## config.mk

```make
export PLATFORM = sky130hd
export DESIGN_NAME = wb_commit
export DESIGN_NICKNAME = d
export VERILOG_FILES = /design/src/rtl/mips_defs.sv /design/src/rtl/reg_file_2r1w.sv /design/src/rtl/wb_commit.sv
export SDC_FILE = /design/constraint.sdc
export NUM_CORES = 2
export LEC_CHECK = 0
export CORE_ASPECT_RATIO = 1.25
export CORE_MARGIN = 4
export CORE_UTILIZATION = 47
export CTS_CLUSTER_DIAMETER = 100
export DETAILED_ROUTE_END_ITERATION = 8
export PLACE_DENSITY = 0.67
export SETUP_SLACK_MARGIN = 0.1
export SLEW_MARGIN = 20
export SYNTH_ARGS = -nofsm -noshare
export SYNTH_HDL_FRONTEND = slang
export SYNTH_SLANG_ARGS = --single-unit
export TNS_END_PERCENT = 100
```

## constraint.sdc

```tcl
create_clock -name clk -period 39.3 [get_ports clk]
set_input_delay 7.86 -clock clk [delete_from_list [all_inputs] [get_ports clk]]
set_output_delay 7.86 -clock clk [all_outputs]
set_load 0.005 [all_outputs]
```

## src/rtl/mips_defs.sv

```systemverilog
// Shared MIPS encodings for the writeback stage: opcode/funct values, field widths, fixed registers.
package mips_defs;
  localparam int OPC_W  = 6;
  localparam int FN_W   = 6;
  localparam int REG_W  = 5;
  localparam int XLEN   = 32;
  localparam int NREGS  = 32;

  localparam logic [OPC_W-1:0] OP_RTYPE = 6'h00;
  localparam logic [OPC_W-1:0] OP_J     = 6'h02;
  localparam logic [OPC_W-1:0] OP_JAL   = 6'h03;
  localparam logic [OPC_W-1:0] OP_BEQ   = 6'h04;
  localparam logic [OPC_W-1:0] OP_BNE   = 6'h05;
  localparam logic [OPC_W-1:0] OP_ADDIU = 6'h09;
  localparam logic [OPC_W-1:0] OP_ORI   = 6'h0D;
  localparam logic [OPC_W-1:0] OP_LUI   = 6'h0F;
  localparam logic [OPC_W-1:0] OP_LB    = 6'h20;
  localparam logic [OPC_W-1:0] OP_LH    = 6'h21;
  localparam logic [OPC_W-1:0] OP_LW    = 6'h23;
  localparam logic [OPC_W-1:0] OP_LBU   = 6'h24;
  localparam logic [OPC_W-1:0] OP_LHU   = 6'h25;
  localparam logic [OPC_W-1:0] OP_SW    = 6'h2B;

  localparam logic [FN_W-1:0] FN_SLL  = 6'h00;
  localparam logic [FN_W-1:0] FN_JR   = 6'h08;
  localparam logic [FN_W-1:0] FN_JALR = 6'h09;
  localparam logic [FN_W-1:0] FN_ADDU = 6'h21;
  localparam logic [FN_W-1:0] FN_SUBU = 6'h23;
  localparam logic [FN_W-1:0] FN_AND  = 6'h24;
  localparam logic [FN_W-1:0] FN_OR   = 6'h25;
  localparam logic [FN_W-1:0] FN_SLT  = 6'h2A;

  localparam logic [REG_W-1:0] REG_ZERO = 5'd0;
  localparam logic [REG_W-1:0] REG_RA   = 5'd31;

  typedef enum logic [1:0] {
    SRC_NONE,
    SRC_ALU,
    SRC_LOAD,
    SRC_LINK
  } wb_src_e;
endpackage

```

## src/rtl/reg_file_2r1w.sv

```systemverilog
// 32x32 register file, one write port, two combinational read ports with write-through bypass.
// Write lands on the clock edge; reads are zero-latency; no backpressure.
module reg_file_2r1w
  import mips_defs::*;
(
  input  logic             clk,
  input  logic             reset,
  input  logic             we,
  input  logic [REG_W-1:0] waddr,
  input  logic [XLEN-1:0]  wdata,
  input  logic [REG_W-1:0] raddr_a,
  input  logic [REG_W-1:0] raddr_b,
  output logic [XLEN-1:0]  rdata_a,
  output logic [XLEN-1:0]  rdata_b
);
  // $0 has no storage; it is hardwired to zero on both read ports.
  logic [XLEN-1:0] mem [1:NREGS-1];

  always_ff @(posedge clk or posedge reset) begin
    if (reset) begin
      for (int i = 1; i < NREGS; i++) mem[i] <= '0;
    end else if (we && waddr != REG_ZERO) begin
      mem[waddr] <= wdata;
    end
  end

  always_comb begin
    rdata_a = '0;
    rdata_b = '0;
    if (raddr_a != REG_ZERO) rdata_a = (we && raddr_a == waddr) ? wdata : mem[raddr_a];
    if (raddr_b != REG_ZERO) rdata_b = (we && raddr_b == waddr) ? wdata : mem[raddr_b];
  end
endmodule

```

## src/rtl/wb_commit.sv

```systemverilog
// Writeback commit: decodes instrW, extends loads, writes the register file and counts retirements.
// Commit outputs are combinational, architectural update one edge later; no backpressure.
module wb_commit
  import mips_defs::*;
#(
  parameter int              RETIRE_W = 32,
  parameter logic [REG_W-1:0] LINK_REG = 5'd31
) (
  input  logic                clk,
  input  logic                reset,
  input  logic [XLEN-1:0]     instrW,
  input  logic [XLEN-1:0]     read_dataW,
  input  logic [XLEN-1:0]     alu_outW,
  input  logic [XLEN-1:0]     pc_plus8W,
  input  logic [REG_W-1:0]    rs_addr,
  input  logic [REG_W-1:0]    rt_addr,
  output logic [XLEN-1:0]     rs_data,
  output logic [XLEN-1:0]     rt_data,
  output logic                reg_write_en,
  output logic [REG_W-1:0]    reg_write_addr,
  output logic [XLEN-1:0]     reg_write_data,
  output logic [RETIRE_W-1:0] retired_count
);
  logic [OPC_W-1:0] op;
  logic [FN_W-1:0]  fn;
  logic [REG_W-1:0] rt, rd, dest;
  wb_src_e          src;
  logic [7:0]       ld_byte;
  logic [15:0]      ld_half;
  logic [XLEN-1:0]  ld_val, wb_val;
  logic             unused_fields;

  assign op = instrW[31:26];
  assign fn = instrW[5:0];
  assign rt = instrW[20:16];
  assign rd = instrW[15:11];
  assign unused_fields = ^{instrW[25:21], instrW[10:6]};

  always_comb begin
    src  = SRC_NONE;
    dest = REG_ZERO;
    case (op)
      OP_RTYPE: begin
        case (fn)
          FN_ADDU, FN_SUBU, FN_AND, FN_OR, FN_SLT, FN_SLL: begin src = SRC_ALU;  dest = rd; end
          FN_JALR:                                         begin src = SRC_LINK; dest = rd; end
          default: ;
        endcase
      end
      OP_ADDIU, OP_ORI, OP_LUI:                 begin src = SRC_ALU;  dest = rt; end
      OP_JAL:                                   begin src = SRC_LINK; dest = LINK_REG; end
      OP_LW, OP_LB, OP_LBU, OP_LH, OP_LHU:      begin src = SRC_LOAD; dest = rt; end
      default: ;
    endcase
  end

  // Little-endian lane select; misaligned low bits are simply ignored.
  always_comb begin
    case (alu_outW[1:0])
      2'd0:    ld_byte = read_dataW[7:0];
      2'd1:    ld_byte = read_dataW[15:8];
      2'd2:    ld_byte = read_dataW[23:16];
      default: ld_byte = read_dataW[31:24];
    endcase
    ld_half = alu_outW[1] ? read_dataW[31:16] : read_dataW[15:0];
    case (op)
      OP_LB:   ld_val = {{24{ld_byte[7]}}, ld_byte};
      OP_LBU:  ld_val = {24'd0, ld_byte};
      OP_LH:   ld_val = {{16{ld_half[15]}}, ld_half};
      OP_LHU:  ld_val = {16'd0, ld_half};
      default: ld_val = read_dataW;
    endcase
  end

  always_comb begin
    case (src)
      SRC_ALU:  wb_val = alu_outW;
      SRC_LOAD: wb_val = ld_val;
      SRC_LINK: wb_val = pc_plus8W;
      default:  wb_val = '0;
    endcase
  end

  // Address and data are forced to zero when nothing commits so a bubble reads all-zero.
  assign reg_write_en   = (src != SRC_NONE) && (dest != REG_ZERO);
  assign reg_write_addr = reg_write_en ? dest : REG_ZERO;
  assign reg_write_data = reg_write_en ? wb_val : '0;

  reg_file_2r1w u_rf (
    .clk     (clk),
    .reset   (reset),
    .we      (reg_write_en),
    .waddr   (reg_write_addr),
    .wdata   (reg_write_data),
    .raddr_a (rs_addr),
    .raddr_b (rt_addr),
    .rdata_a (rs_data),
    .rdata_b (rt_data)
  );

  always_ff @(posedge clk or posedge reset) begin
    if (reset) begin
      retired_count <= '0;
    end else if (instrW != '0) begin
      retired_count <= retired_count + {{(RETIRE_W-1){1'b0}}, 1'b1};
    end
  end
endmodule

```

* Word level (Yosys, flattened, before mapping)
Index checks and enable logic that the tools add are counted.
Widths: inputs -> output; s select.
** Word-level totals
- Flip-flop bits (word level) :: 1024
- Input port bits :: 140
- Output and inout port bits :: 134
- Word-level logic and storage cells :: 104
** Operators by class
- Add/subtract/negate cells :: 1
- $lt $le $gt $ge :: 4
- Equality and inequality tests :: 22
- Muxes and demuxes :: 23
- Bitwise gates (word level) :: 3
- Reductions and logical operators :: 19
** Operators by type and width (count)
- $bwmux 992 :: 1
- $bmux 32 s5 :: 2
- $mux 32 :: 10
- $demux 32 s5 :: 1
- $pmux 32 s4 :: 1
- $pmux 32 s3 :: 1
- $eq 6x6->1 const B :: 10
- $add 32x1->32 const B :: 1
- $reduce_bool 32->1 :: 1
- $eq 6x4->1 const B :: 4
- $pmux 8 s3 :: 1
- $reduce_bool 5->1 :: 4
- $ge 6x6->1 const B :: 3
- $not 5->6 :: 3
- $mux 16 :: 1
- $pmux 5 s3 :: 1
- $logic_not 6->1 :: 2
- $eq 5x5->1 :: 2
- $mux 5 :: 2
- $pmux 2 s4 :: 1
- $reduce_or 8->1 :: 1
- $reduce_or 7->1 :: 1
- $eq 2x2->1 const B :: 3
- $eq 6x2->1 const B :: 1
- 9 further kinds :: 14

* Longest topological paths before layout
- Word-level depth :: 13
- Gate-level depth with buffers :: 12

* By module
Synthesis repeated with hierarchy kept, for this count alone.
** Unflattened totals
- Cell total of the unflattened synthesis :: 4271
- Area total of the unflattened synthesis :: 58461.1 µm²
** By module, submodules not included
- reg_file_2r1w :: instances 1, cells each 3790, area an instance 54627.4 µm², seq. area each 24823.8 µm²
- wb_commit :: instances 1, cells each 481, area an instance 3833.7 µm², seq. area each 800.8 µm²

* Worst setup path after synthesis
Ideal clock, no wire load.
- Path kind :: input port to output port
- Start :: in rs_addr[0]
- End :: out rs_data[10]
- Data arrival time :: 10.201 ns
- Data required time :: 31.440 ns
- Setup slack :: 21.239 ns
- Stages on the path :: 8
- Path through :: clkbuf_1 > buf_2 > buf_1 > clkbuf_1 > mux4_2 > mux4_2 > mux2i_1 > mux2i_1
** Between the ends
- Cells in the longest elaborated chain, start to end :: 6
- Elaborated cells between the ends (all ways) :: 9
- Classes of those cells :: eq/ne: 1; mux: 5; bitwise: 1; reduce/logical: 2
** Ends and longest elaborated chain
- start, declared :: RTL line wb_commit.sv:15 : input logic [REG_W-1:0] rs_addr,
- $not 5->6 (implied by the code) :: RTL line reg_file_2r1w.sv:30 : if (raddr_a != REG_ZERO) rdata_a = (we && raddr_a == waddr) ? wdata : mem[raddr_a];
- $bmux 32 s5 :: RTL line reg_file_2r1w.sv:30
- $mux 32 (implied by the code) (2 in series) :: RTL line reg_file_2r1w.sv:30
- $mux 32 :: RTL line reg_file_2r1w.sv:30
- $mux 32 * :: RTL line reg_file_2r1w.sv:30
- end, declared :: RTL line wb_commit.sv:17 : output logic [XLEN-1:0] rs_data,
Every way passes the cells marked *; elsewhere a longest branch is shown, timed or not. The select of a mux whose other input is x is not followed.

* Worst setup path after layout
- Start :: in instrW[26]
- End :: out reg_write_data[14]
** Between the ends
- Cells in the longest elaborated chain, start to end :: 6
- Elaborated cells between the ends (all ways) :: 24
- Classes of those cells :: eq/ne: 12; mux: 5; reduce/logical: 7
** Ends and longest elaborated chain
- start, declared :: RTL line wb_commit.sv:11 : input logic [XLEN-1:0] instrW,
- $eq 6x6->1, or another cell as far along :: RTL line wb_commit.sv:42, wb_commit.sv:66
- $reduce_or 5->1, or another cell as far along
- $pmux 2 s4 or $pmux 5 s3 (tied branches) :: RTL line wb_commit.sv:42 : case (op)
- $eq 2x2->1, or another cell as far along :: RTL line wb_commit.sv:76 : case (src)
- $pmux 32 s3 or $logic_and 1x1->1 (tied branches) :: RTL line wb_commit.sv:76, wb_commit.sv:85
- $mux 32 * :: RTL line wb_commit.sv:87 : assign reg_write_data = reg_write_en ? wb_val : '0;
- end, declared :: RTL line wb_commit.sv:21 : output logic [XLEN-1:0] reg_write_data,
Every way passes the cells marked *; elsewhere a longest branch is shown, timed or not.

==> impl_metrics.yaml <==
status:
  status: "complete, no violations"
pwr:
  ir_drop_uv: 38.8
  p_leak_nw: 26.7
  p_per_area_nw_per_um2: 36.6
  net-switching-power_mw: 0.563
  p_int_mw: 1.74
  p_seq_share_pct: 46.6
  swShare_pct: 24.5
  clkPwrFrac_pct: 45.4
  comb_power_share_pct: 8.1
clock_network:
  clk-insertion-delay-late_ps: 700
  numClockSinks: 1024
  clock_path_buffers: 3
  htree_levels: 3
  post_cts.repair.setup_buffers: 0
  cts_resized: 0
  numCtsBuffers: 101
  root_buffer: "clkbuf_16"
  path_clk_slew_ps: 60
  holdBufCountCts: 0
  cts_tree: "yes"
floorplan:
  die_y_um: 392
  dieArea_um2: 124000
  rows: 140
  num_io_pins: 274
  coreArea_um2: 117000
  fp.dieW_um: 315
  start_util_pct: 47.5
sta:
  rsz0062_at_grt: "no"
  maxSlewHeadroom_pct: 23.8
  finalSetupViolations: 0
  clock.fmax_mhz: 47.5
  period_share_pct: 53.6
  worstMarginPinSlew_ps: 1140
  fin_tns_setup_ps: 0
  hold_viol: 0
  period_minus_slack_ps: 21050
  fin_skew_ps: 4.85
  drv_slew: 0
critical_path:
  cpMaxStageDelayCell: "clkdlybuf4s50_1"
  crit_chain: "clkdlybuf4s50_1, nor4_4, o211a_1, a21oi_4, buf_4, nor2_2, a22oi_1, or2_1, inv_2, clkdlybuf4s50_1"
  ff2ff_path_depth: 8
  critical_path_buf_inv_count: 4
  cp_num_cells: 10
  critPathRequiredTime_ps: 31440
  max_stage_delay_ps: 920
  critPathMaxFanout: 35
  end_kind: "primary output"
  crit_path_start_kind: "input pin"
  critPathKind: "input pin to primary output"
  cp.arrival_ps: 13190
  cpMostUsedCell: "clkdlybuf4s50_1"
  cp_top_family: "buffers and inverters"
synthesis:
  async_flop_share_pct: 100
  synth_area_um2: 55500
  synthSimpleGateAreaFrac_pct: 7.24
  synth_compound_area_share_pct: 9.86
  synth_edf_count: 0
  synth_top_area_cell: "dfrtp_1"
  synth-main-ff-cell: "dfrtp_1"
  synth_area_leaders: "dfrtp_1 (46%), mux4_2 (24%), o21ai_0 (6.6%)"
  yosysWarnings: 0
  synthesis.nets: 4644
  avgSynthCellArea_um2: 12.3
  muxShareOfSynthArea_pct: 32.5
  synth_top_family_by_area: "multiplexers"
  synth_top_area_share_pct: 46.2
  yosysSeqAreaShare_pct: 46.2
  ys_ff_latch: 1024
  synth_most_common_cell: "dfrtp_1"
  synthAdderAreaFrac_pct: 0.0226
  syn_inst: 4503
  synth-xor-area-share_pct: 0.584
  yosys-top-cells-count: "dfrtp_1 (1024), nand2_1 (807), o21ai_0 (727)"
  synth.distinct_cells: 73
hold_path:
  holdPathStages: 1
  hp-class: "register to register"
placement:
  gp_congestion: 0.864
  portBuffers: 273
  dp_hpwl_um: 106000
global_route:
  first_global_vias: 40500
  grt_max_degree: 173
  grtUsageTotal_pct: 29.8
  gr-total-overflow: 0
  antenna_found_initial: 10
  grt_pass1_wl_um: 272000
finish:
  layout.nets: 4662
  final_layout_size_suffix_gt1_share_pct: 26.4
  area_growth_pct: 13.3
  final_util_pct: 53.8
  nFillCells: 9781
detailed_routing:
  wl_um: 183000
  ant_nets: 0
  wl_per_cell_um: 29.6
  routed_via_density: 6.44
  drcViolationCount: 0
  drt_pass1_iterations: 5
  vias: 39800
  first_iter_violations: 3846
job:
  maxCapViolations: 0
## placed cells by master, fill, tap and decap left out, types with 12 or more instances in the layout
cell type and n:
mux2_2 284, mux2_1 14, nand2_1 797, a2bb2oi_1 13, nor2_1 22, o21ai_0 727
clkinv_2 24, clkbuf_8 29, mux4_2 584, a21oi_1 23, nor3_1 12, clkdlybuf4s50_1 267
clkbuf_16 104, inv_2 18, clkbuf_1 16, xnor2_1 28, o22a_1 18, buf_4 68
dfrtp_1 1024, inv_1 25, mux2i_1 153, o21ai_1 59, or2_1 26, a22o_1 65
## final timing paths
| kind | endpoint | startpoint | slack, ps |
|---|---|---|---|
| max | reg_write_data[14] | instrW[26] | 18250 |
| min | retired_count[31]$_DFFE_PP0P_ | retired_count[31]$_DFFE_PP0P_ | 480 |
| max reg2reg | retired_count[30]$_DFFE_PP0P_ | retired_count[3]$_DFFE_PP0P_ | 36620 |
| min reg2reg | retired_count[31]$_DFFE_PP0P_ | retired_count[31]$_DFFE_PP0P_ | 480 |
| max in group asynchronous | u_rf.mem[362]$_DFFE_PP0P_ | reset | 28390 |
| min in group asynchronous | u_rf.mem[343]$_DFFE_PP0P_ | reset | 7720 |
## per-layer routing
layer | vias up | global-route usage, % | wire [um]
met2 | 1866 | 47.9 | 87500
li1 | 16800 | - | -
met5 | - | 0 | 55
met4 | 8 | 16.0 | 11100
met3 | 547 | 6.19 | 15100
met1 | 20600 | 38.3 | 69000
## power by group through the flow
stage	logic (mW)	clock network (mW)	registers (mW)
global placement	0.184	0	1.09
global route	0.197	1.10	1.07
detailed placement	0.185	0	1.09
finish	0.185	1.04	1.07
floorplan	0.115	0	1.09
CTS	0.186	1.05	1.07
## through the flow
step,instances,worst slack [ps],instance area [um2],hold slack [ps],power [mW]
global route,6174,18060,62800,500,2.37
finish,6174,18250,62800,479,2.30
CTS,6167,18330,62800,481,2.31
detailed placement,5978,18350,59200,467,1.28
floorplan,4503,2620,55500,460,1.21
global placement,5977,18430,59200,461,1.27
## cell type report
type | count | area [um2] | area share [%]
clock buffers | 149 | 3060 | 4.87
inverters | 48 | 195 | 0.311
flip-flops and latches | 1024 | 25600 | 40.8
clock inverters | 40 | 495 | 0.789
well taps | 1562 | 1950 | 3.11
diodes | 5 | 12.5 | 0.0199
multi-input cells | 2999 | 28100 | 44.7
repair buffers | 347 | 3400 | 5.41
## kinds of logic after synthesis
family | Yosys count
AND/OR/NAND/NOR | 963
XOR/XNOR | 37
multiplexers | 1035
AO/OA/AOI/OAI | 963
buffers and inverters | 480
flip-flops | 1024
adder cells (fa/ha/maj) | 1
## flip-flops by register name, indices dropped and copies added (netlist names)
| name | count |
|---|---|
| retired_count | 32 |
| u_rf.mem | 992 |
Note: power is estimated with default switching activity, not from simulation.
